### src/rtl/alu_arbiter.sv
// Two-port valid/ready arbiter that sequences requests through one shared alu_8bit.
// Build option: define ALU_ARB_RR_EN for round-robin arbitration; otherwise requester 0 has fixed priority.

`ifndef WORD
`define WORD 8
`endif
`ifndef OP_SUM
`define OP_SUM 3'b000
`endif
`ifndef OP_SUB
`define OP_SUB 3'b001
`endif
`ifndef OP_AND
`define OP_AND 3'b010
`endif
`ifndef OP_XOR
`define OP_XOR 3'b011
`endif

module alu_8bit #(
   parameter int WIDTH = `WORD
) (
   input  logic [WIDTH-1:0] a,
   input  logic [WIDTH-1:0] b,
   input  logic [2:0]       op,
   output logic [WIDTH-1:0] result,
   output logic             zero,
   output logic             cf
);

   logic [WIDTH:0] sum_ext;

   assign sum_ext = {1'b0, a} + {1'b0, b};

   always_comb begin
      result = '0;
      cf     = 1'b0;
      case (op)
         `OP_SUM: begin
            result = sum_ext[WIDTH-1:0];
            cf     = sum_ext[WIDTH];
         end
         `OP_SUB: begin
            result = a - b;
            cf     = (a < b);
         end
         `OP_AND: result = a & b;
         `OP_XOR: result = a ^ b;
         // undefined opcodes answer with a zero result
         default: result = '0;
      endcase
   end

   assign zero = (result == '0);

endmodule

module alu_arbiter #(
   parameter int WIDTH = `WORD
) (
   input  logic             i_clk,
   input  logic             i_rst_n,
   input  logic             i_req0_valid,
   output logic             o_req0_ready,
   input  logic [WIDTH-1:0] i_req0_a,
   input  logic [WIDTH-1:0] i_req0_b,
   input  logic [2:0]       i_req0_op,
   input  logic             i_req1_valid,
   output logic             o_req1_ready,
   input  logic [WIDTH-1:0] i_req1_a,
   input  logic [WIDTH-1:0] i_req1_b,
   input  logic [2:0]       i_req1_op,
   output logic             o_rsp_valid,
   input  logic             i_rsp_ready,
   output logic [WIDTH-1:0] o_rsp_result,
   output logic             o_rsp_zero,
   output logic             o_rsp_cf,
   output logic             o_rsp_id,
   output logic             o_busy
);

   typedef enum logic [1:0] {
      ST_IDLE = 2'd0,
      ST_EXEC = 2'd1,
      ST_RESP = 2'd2
   } state_t;

   state_t state_reg;
   state_t state_next;

   logic             req_valid [2];
   logic             req_ready [2];
   logic [WIDTH-1:0] req_a     [2];
   logic [WIDTH-1:0] req_b     [2];
   logic [2:0]       req_op    [2];

   logic             grant;
   logic             accept;
   logic             in_idle;
   logic             in_exec;
   logic             busy;

   logic [WIDTH-1:0] a_reg;
   logic [WIDTH-1:0] b_reg;
   logic [2:0]       op_reg;
   logic             id_reg;

   logic [WIDTH-1:0] alu_result;
   logic             alu_zero;
   logic             alu_cf;

   logic             rsp_valid_reg;
   logic [WIDTH-1:0] rsp_result_reg;
   logic             rsp_zero_reg;
   logic             rsp_cf_reg;
   logic             rsp_id_reg;

   assign req_valid[0] = i_req0_valid;
   assign req_valid[1] = i_req1_valid;
   assign req_a[0]     = i_req0_a;
   assign req_a[1]     = i_req1_a;
   assign req_b[0]     = i_req0_b;
   assign req_b[1]     = i_req1_b;
   assign req_op[0]    = i_req0_op;
   assign req_op[1]    = i_req1_op;

`ifdef ALU_ARB_RR_EN
   logic last_grant_reg;

   // Reset to 1 so that requester 0 wins the first contention.
   always_ff @(posedge i_clk or negedge i_rst_n) begin
      if (!i_rst_n) begin
         last_grant_reg <= 1'b1;
      end else if (accept) begin
         last_grant_reg <= grant;
      end
   end

   always_comb begin
      grant = 1'b0;
      if (req_valid[0] && req_valid[1]) begin
         grant = ~last_grant_reg;
      end else if (req_valid[1]) begin
         grant = 1'b1;
      end
   end
`else
   always_comb begin
      grant = 1'b0;
      if (!req_valid[0] && req_valid[1]) begin
         grant = 1'b1;
      end
   end
`endif

   // Ready depends only on reset, state and the valids, never on i_rsp_ready.
   generate
      for (genvar gi = 0; gi < 2; gi++) begin : g_ready
         assign req_ready[gi] = i_rst_n && in_idle && req_valid[gi] && (grant == 1'(gi));
      end
   endgenerate

   assign o_req0_ready = req_ready[0];
   assign o_req1_ready = req_ready[1];
   assign accept       = req_ready[0] | req_ready[1];

   always_ff @(posedge i_clk or negedge i_rst_n) begin
      if (!i_rst_n) begin
         state_reg <= ST_IDLE;
      end else begin
         state_reg <= state_next;
      end
   end

   always_comb begin
      state_next = state_reg;
      case (state_reg)
         ST_IDLE: if (accept) state_next = ST_EXEC;
         ST_EXEC: state_next = ST_RESP;
         ST_RESP: if (rsp_valid_reg && i_rsp_ready) state_next = ST_IDLE;
         default: state_next = ST_IDLE;
      endcase
   end

   always_comb begin
      in_idle = (state_reg == ST_IDLE);
      in_exec = (state_reg == ST_EXEC);
      busy    = (state_reg != ST_IDLE);
   end

   assign o_busy = busy;

   always_ff @(posedge i_clk or negedge i_rst_n) begin
      if (!i_rst_n) begin
         a_reg  <= '0;
         b_reg  <= '0;
         op_reg <= '0;
         id_reg <= 1'b0;
      end else if (accept) begin
         a_reg  <= req_a[grant];
         b_reg  <= req_b[grant];
         op_reg <= req_op[grant];
         id_reg <= grant;
      end
   end

   alu_8bit #(
      .WIDTH (WIDTH)
   ) u_alu (
      .a      (a_reg),
      .b      (b_reg),
      .op     (op_reg),
      .result (alu_result),
      .zero   (alu_zero),
      .cf     (alu_cf)
   );

   // Response registers are only loaded from EXEC, so they hold through RESP.
   always_ff @(posedge i_clk or negedge i_rst_n) begin
      if (!i_rst_n) begin
         rsp_valid_reg  <= 1'b0;
         rsp_result_reg <= '0;
         rsp_zero_reg   <= 1'b0;
         rsp_cf_reg     <= 1'b0;
         rsp_id_reg     <= 1'b0;
      end else if (in_exec) begin
         rsp_valid_reg  <= 1'b1;
         rsp_result_reg <= alu_result;
         rsp_zero_reg   <= alu_zero;
         rsp_cf_reg     <= alu_cf;
         rsp_id_reg     <= id_reg;
      end else if (rsp_valid_reg && i_rsp_ready) begin
         rsp_valid_reg  <= 1'b0;
      end
   end

   assign o_rsp_valid  = rsp_valid_reg;
   assign o_rsp_result = rsp_result_reg;
   assign o_rsp_zero   = rsp_zero_reg;
   assign o_rsp_cf     = rsp_cf_reg;
   assign o_rsp_id     = rsp_id_reg;

endmodule

### config.mk
export PLATFORM = sky130hd
export DESIGN_NAME = alu_arbiter
export DESIGN_NICKNAME = d
export VERILOG_FILES = /design/src/rtl/alu_arbiter.sv
export SDC_FILE = /design/constraint.sdc
export NUM_CORES = 1
export LEC_CHECK = 0
export ABC_AREA = 1
export CAP_MARGIN = 5
export CORE_MARGIN = 1
export CORE_UTILIZATION = 40
export CTS_BUF_LIST = sky130_fd_sc_hd__clkbuf_8
export DETAILED_ROUTE_END_ITERATION = 16
export GPL_ROUTABILITY_DRIVEN = 1
export GPL_TIMING_DRIVEN = 0
export MAX_ROUTING_LAYER = met4
export PLACE_DENSITY = 0.65
export REMOVE_ABC_BUFFERS = 1
export SYNTH_ARGS = -nofsm -noshare
export SYNTH_HDL_FRONTEND = slang
export SYNTH_SLANG_ARGS = --single-unit
### constraint.sdc
create_clock -name i_clk -period 2.5 [get_ports i_clk]
set_input_delay 0.5 -clock i_clk [delete_from_list [all_inputs] [get_ports i_clk]]
set_output_delay 0.5 -clock i_clk [all_outputs]
set_load 0.005 [all_outputs]
Yosys cells after proc, flatten, opt, wreduce, memory -nomap -nowiden:

Cells that the tools add are included.

* bits in writable memories: 0
* ROM bits: 0
* memories kept: 0
* bits in latches: 0
* output and inout port bits: 15
* logic and storage cells: 57
* bits of input ports: 43
* flip-flop bits (word level): 34

* shift-type cells: 0
* multipliers: 0
* reductions and logical operators: 14
* divide/modulo/power cells: 0
* add/subtract/negate cells: 2
* mux-type cells: 17
* bitwise operators: 5
* order comparisons: 2
* eq/ne operators: 7

Operators with widths (number)
* two-way mux 8 bit: 6
* case mux 8 bit (4 select lines): 1
* adder 8 x 8 -> 9 bit: 1
* two-way mux 3 bit: 3
* AND 8 bit: 1
* logical NOT 8 bit: 1
* < comparator 8 bit: 1
* subtractor 8 bit: 1
* XOR 8 bit: 1
* logical AND 1 bit: 7
* equality test 3 x 2 -> 1 bit (second input constant): 2
* case mux 2 bit (3 select lines): 1
* two-way mux 2 bit: 2
* inequality test 2 bit (second input constant): 2
* nonzero test 2 bit: 2
* equality test 3 x 1 -> 1 bit (second input constant): 1
* logical NOT 3 bit: 1
* two-way mux 1 bit: 3
* equality test 2 x 1 -> 1 bit (second input constant): 1
* equality test 2 bit (second input constant): 1
* greater-or-equal comparator 2 bit (second input constant): 1
* logical NOT 2 bit: 1
* inverter 1 -> 2 bit: 1
* case mux 1 bit (2 select lines): 1
* 4 further kinds: 4

Depth between registers and ports, before layout:

* word-level depth: 8
* depth in mapped cells: 15
* mapped depth without buffers: 15

Cells and area by module:

A second synthesis with hierarchy kept.

* cell total of the unflattened synthesis: 412
* area, all modules: 2781.4 um^2

By module, submodules not included
* alu_arbiter: area each 1689.1 um^2, instances 1, cells an instance 213, sequential area each 850.8 um^2
* alu_8bit: area each 1092.3 um^2, instances 1, cells an instance 199, sequential area each 0.0 um^2

Worst setup path before layout:

OpenSTA, ideal clock, no wires.

* kind: flip-flop to flip-flop
* from: register b_reg[0]
* to: register rsp_zero_reg, in the netlist o_rsp_zero
* cell stages (with the launch flop): 14
* clock period less this slack: 1.762 ns
* required time: 2.434 ns
* slack: 0.738 ns
* path buffers: 0
* library setup time: 0.066 ns
* arrival: 1.696 ns
* cells stage by stage: dfrtp_1 > ha_1 > fa_1 > nand2_1 > nand2_1 > nand2_1 > nand2_1 > nand3_1 > nand2_1 > nor2_1 > nand3_1 > nor2_1 > nand2_1 > nand2_1

* cells in the longest elaborated chain, start to end: 3
* elaborated cells on any way between the ends: 6
* classes of those cells: 2 x add/sub; 1 x mux; 2 x bitwise; 1 x reduce/logical

Ends and longest elaborated chain
* start: declaration: RTL line 104 `logic [WIDTH-1:0] b_reg;`
* start signal: assignment: RTL line 201 `b_reg <= req_b[grant];`
* subtractor 8 bit, or another cell as far along: RTL line 44 `result = a - b;`
* case mux 8 bit (4 select lines) (*): RTL line 38 `case (op)`
* logical NOT 8 bit (*): RTL line 54 `assign zero = (result == '0);`
* end signal: assignment: RTL line 229 `rsp_zero_reg <= alu_zero;`
* end: declaration: RTL line 114 `logic rsp_zero_reg;`

Mark *: on every way between the ends. The rest lies on a longest branch, timed or not.
A chain may end at the register's enable or synchronous reset.

Final worst setup path:

* from: input i_req1_valid
* to: output o_req1_ready

* cells in the longest elaborated chain, start to end: 3
* elaborated cells on any way between the ends: 4
* classes of those cells: 1 x mux; 3 x reduce/logical

Ends and longest elaborated chain
* start: declaration: RTL line 68 `input logic i_req1_valid,`
* logical AND 1 bit: RTL line 150 `if (!req_valid[0] && req_valid[1]) begin`
* two-way mux 1 bit: RTL line 150
* logical AND 1 bit (*): RTL line 159 `assign req_ready[gi] = i_rst_n && in_idle && req_valid[gi] && (grant == 1'(gi));`
* end: declaration: RTL line 69 `output logic o_req1_ready,`

Marked as above.

==> reports/results.ini <==
[finish]
fin_area_um2 = 3260
drive_gt1_share_pct = 8.25
seq_area_um2 = 851
nets = 474
n_antenna_cell = 0
final_cell_count_no_fill = 487
fillCellCount = 583
syn_to_final_growth_pct = 31.6
multi_input_area_um2 = 1430

[cts]
cts_tree = done
clock-sinks = 34
clk_pin_slew_ns = 0.07
cts_buffers = 5
ctsHoldBuffers = 0
cts-htree-levels = 2
clkLatencyLatePin_ns = 0.29
cts_buffer_depth = 2
cts_root_buf = clkbuf_8

[power]
leakage_nw = 1.59
power.density_nw_per_um2 = 1270
irDropWorstVdd_mv = 0.464

[sta]
max_freq_mhz = 428
fin_tns_setup_ns = 0
period_share_pct = 93.4
hold_viol = 0
grt_setup_unrepaired = false
setup_violations = 0
worst_pin_slew_ns = 0.863
slew_violations = 0
slew_headroom_pct = 42.3
skew_ns = 0.0161
finalCriticalPeriod_ns = 2.33

[place]
io_buffers = 57
post-dp-hpwl_um = 4680
place_area_um2 = 3080
placed_cells = 475
gp_congestion = 0.923

[floorplan]
initial_core_util_pct = 41.5
dieArea_um2 = 6500
rows = 28
io_pins = 58
core-area_um2 = 5960
die_x_um = 80.6
die_y_um = 80.6

[route]
vias_per_cell = 5.04
dr.pass1.iters = 4
drtIter0Drc = 104
routed_wl_um = 6210
vias = 2453
drc_errors = 0
antenna_left = 0
wl_per_cell_um = 12.7

[global_routing]
grt_overflow = 0
grt_pass1_vias = 2331
grt_pass1_wl_um = 10500
antenna_found_initial = 0
grt_max_degree = 40
grt_use_total_pct = 21.9

[synthesis]
synth_edf_count = 0
syn_area_um2 = 2470
postSynthAreaPerCell_um2 = 6.95
synth_ff_type = dfrtp_1
ys_types = 27
yosysWarnings = 0
syn_inst = 356
synthTopCellsByArea = dfrtp_1 (34%), nand2_1 (15%), nand3_1 (10%)
yosysSeqAreaShare_pct = 34.4
async_flop_share_pct = 100
yosys_register_bits = 34
yosysTopAreaCell = dfrtp_1
yosysTopAreaCellShare_pct = 34.4

[critical_path]
critPathLaunchType = input port
cp_cell_sequence = clkdlybuf4s15_2 -> nand2_8 -> nor2_1 -> clkdlybuf4s50_1
worstPathRequired_ns = 2.00
cp.arrival_ns = 1.83
crit_fanout = 21
timing_worst_setup_path_type = in -> out
slowest_delay_ns = 0.53
end_kind = primary output
crit_slowest_cell = clkdlybuf4s15_2

[min_path]
hp-class = in -> async

[job]
maxCapViolCount = 0

[run_status]
status = finished clean

worst paths after layout:
path | from | end | slack [ns] | cells after the start
max in group asynchronous | i_rst_n | op_reg[2] | 2.14 | 1
hold reg to reg | o_rsp_result[6] | o_rsp_result[6] | 0.48 | 2
hold / removal | i_rst_n | o_rsp_zero | 0.09 | 1
min in group i_clk | o_rsp_result[6] | o_rsp_result[6] | 0.48 | 2
setup reg to reg | b_reg[0] | o_rsp_zero | 0.44 | 13
setup / recovery | i_req1_valid | o_req1_ready | 0.17 | 4
layout make-up:
class,count,share of cell area (%)
Clock buffer,6,2.54
Multi-Input combinational cell,266,43.9
Tap cell,75,2.88
Inverter,44,5.19
Timing Repair Buffer,60,18.3
Timing Repair inverter,1,0.154
Sequential cell,34,26.1
Clock inverter,1,0.922
what timing repair did:
item,in CTS,in global routing
resized for setup,9,1
gates cloned,2,0
buffers inserted,3,0
setup endpoints to repair,22,1
pin swaps,1,0
through the flow:
step / total power [mW] / setup WS [ns] / hold slack [ns] / util (%)
2_1_floorplan: 2.82 / -0.0333 / 0.204 / -
3_3_place_gp: 3.56 / -1.51 / 0.467 / 51.6
3_5_place_dp: 3.61 / -0.939 / 0.472 / 51.7
4_1_cts: 4.14 / 0.0931 / 0.169 / 54.6
5_1_grt: 4.57 / 0.0823 / 0.109 / 54.7
6_report: 4.13 / 0.165 / 0.0878 / 54.7
kinds of logic after synthesis:
| group | Yosys count | synth area share [%] |
|---|---|---|
| DFF | 34 | 34.4 |
| and+or+nand+nor | 200 | 34.8 |
| adders and majority gates | 19 | 10.2 |
| buffers and inverters | 57 | 9.21 |
| AOI/OAI and AO/OA | 46 | 11.4 |
power breakdown:
group	internal, mW	switching [mW]
clock network	0.319	0.195
logic	1.02	1.56
registers	0.799	0.228
total	2.14	1.99
worst max-delay path, delay by kind of cell:
kind / cells / cell delay (ns)
buffers and inverters: 2 / 1.04
AND/OR/NAND/NOR: 2 / 0.30
synth_stat cells (all sizes together), types with 3 or more instances:
cell,n
buf,7
o22ai,3
dfrtp,34
o21ai,7
a31oi,19
clkbuf,6
a21oi,12
nand3,53
inv,44
nand2,98
ha,17
nor2,45
a22oi,3
routing by layer:
metal	GRT usage, %	vias to the layer above	share of wire [%]
met5	-	-	0
met4	6.07	0	1.5
met3	3.52	10	2.9
met2	36.0	55	47
met1	27.9	1119	48
li1	-	1269	-
layout by cell type, fill, tap and decap left out, types with 2 or more instances in the layout:
cell type        netlist  routed
nor2_4                 2       2
nand3b_1               2       2
a21oi_1                9       9
nor2_2                 2       2
fa_1                   2       2
a22oi_1                3       3
buf_4                  2       3
a21oi_2                3       2
clkdlybuf4s50_1        0      54
dfrtp_1               34      34
o21ai_0                6       6
nand3_2                2       2
nand2_1               97      96
o22ai_1                3       3
a31oi_1               19      19
ha_1                  17      17
nand3_1               51      51
nor2_1                41      41
inv_1                 36      35
clkbuf_8               0       6
inv_2                  8       8
(Power assumes the default switching activity.)
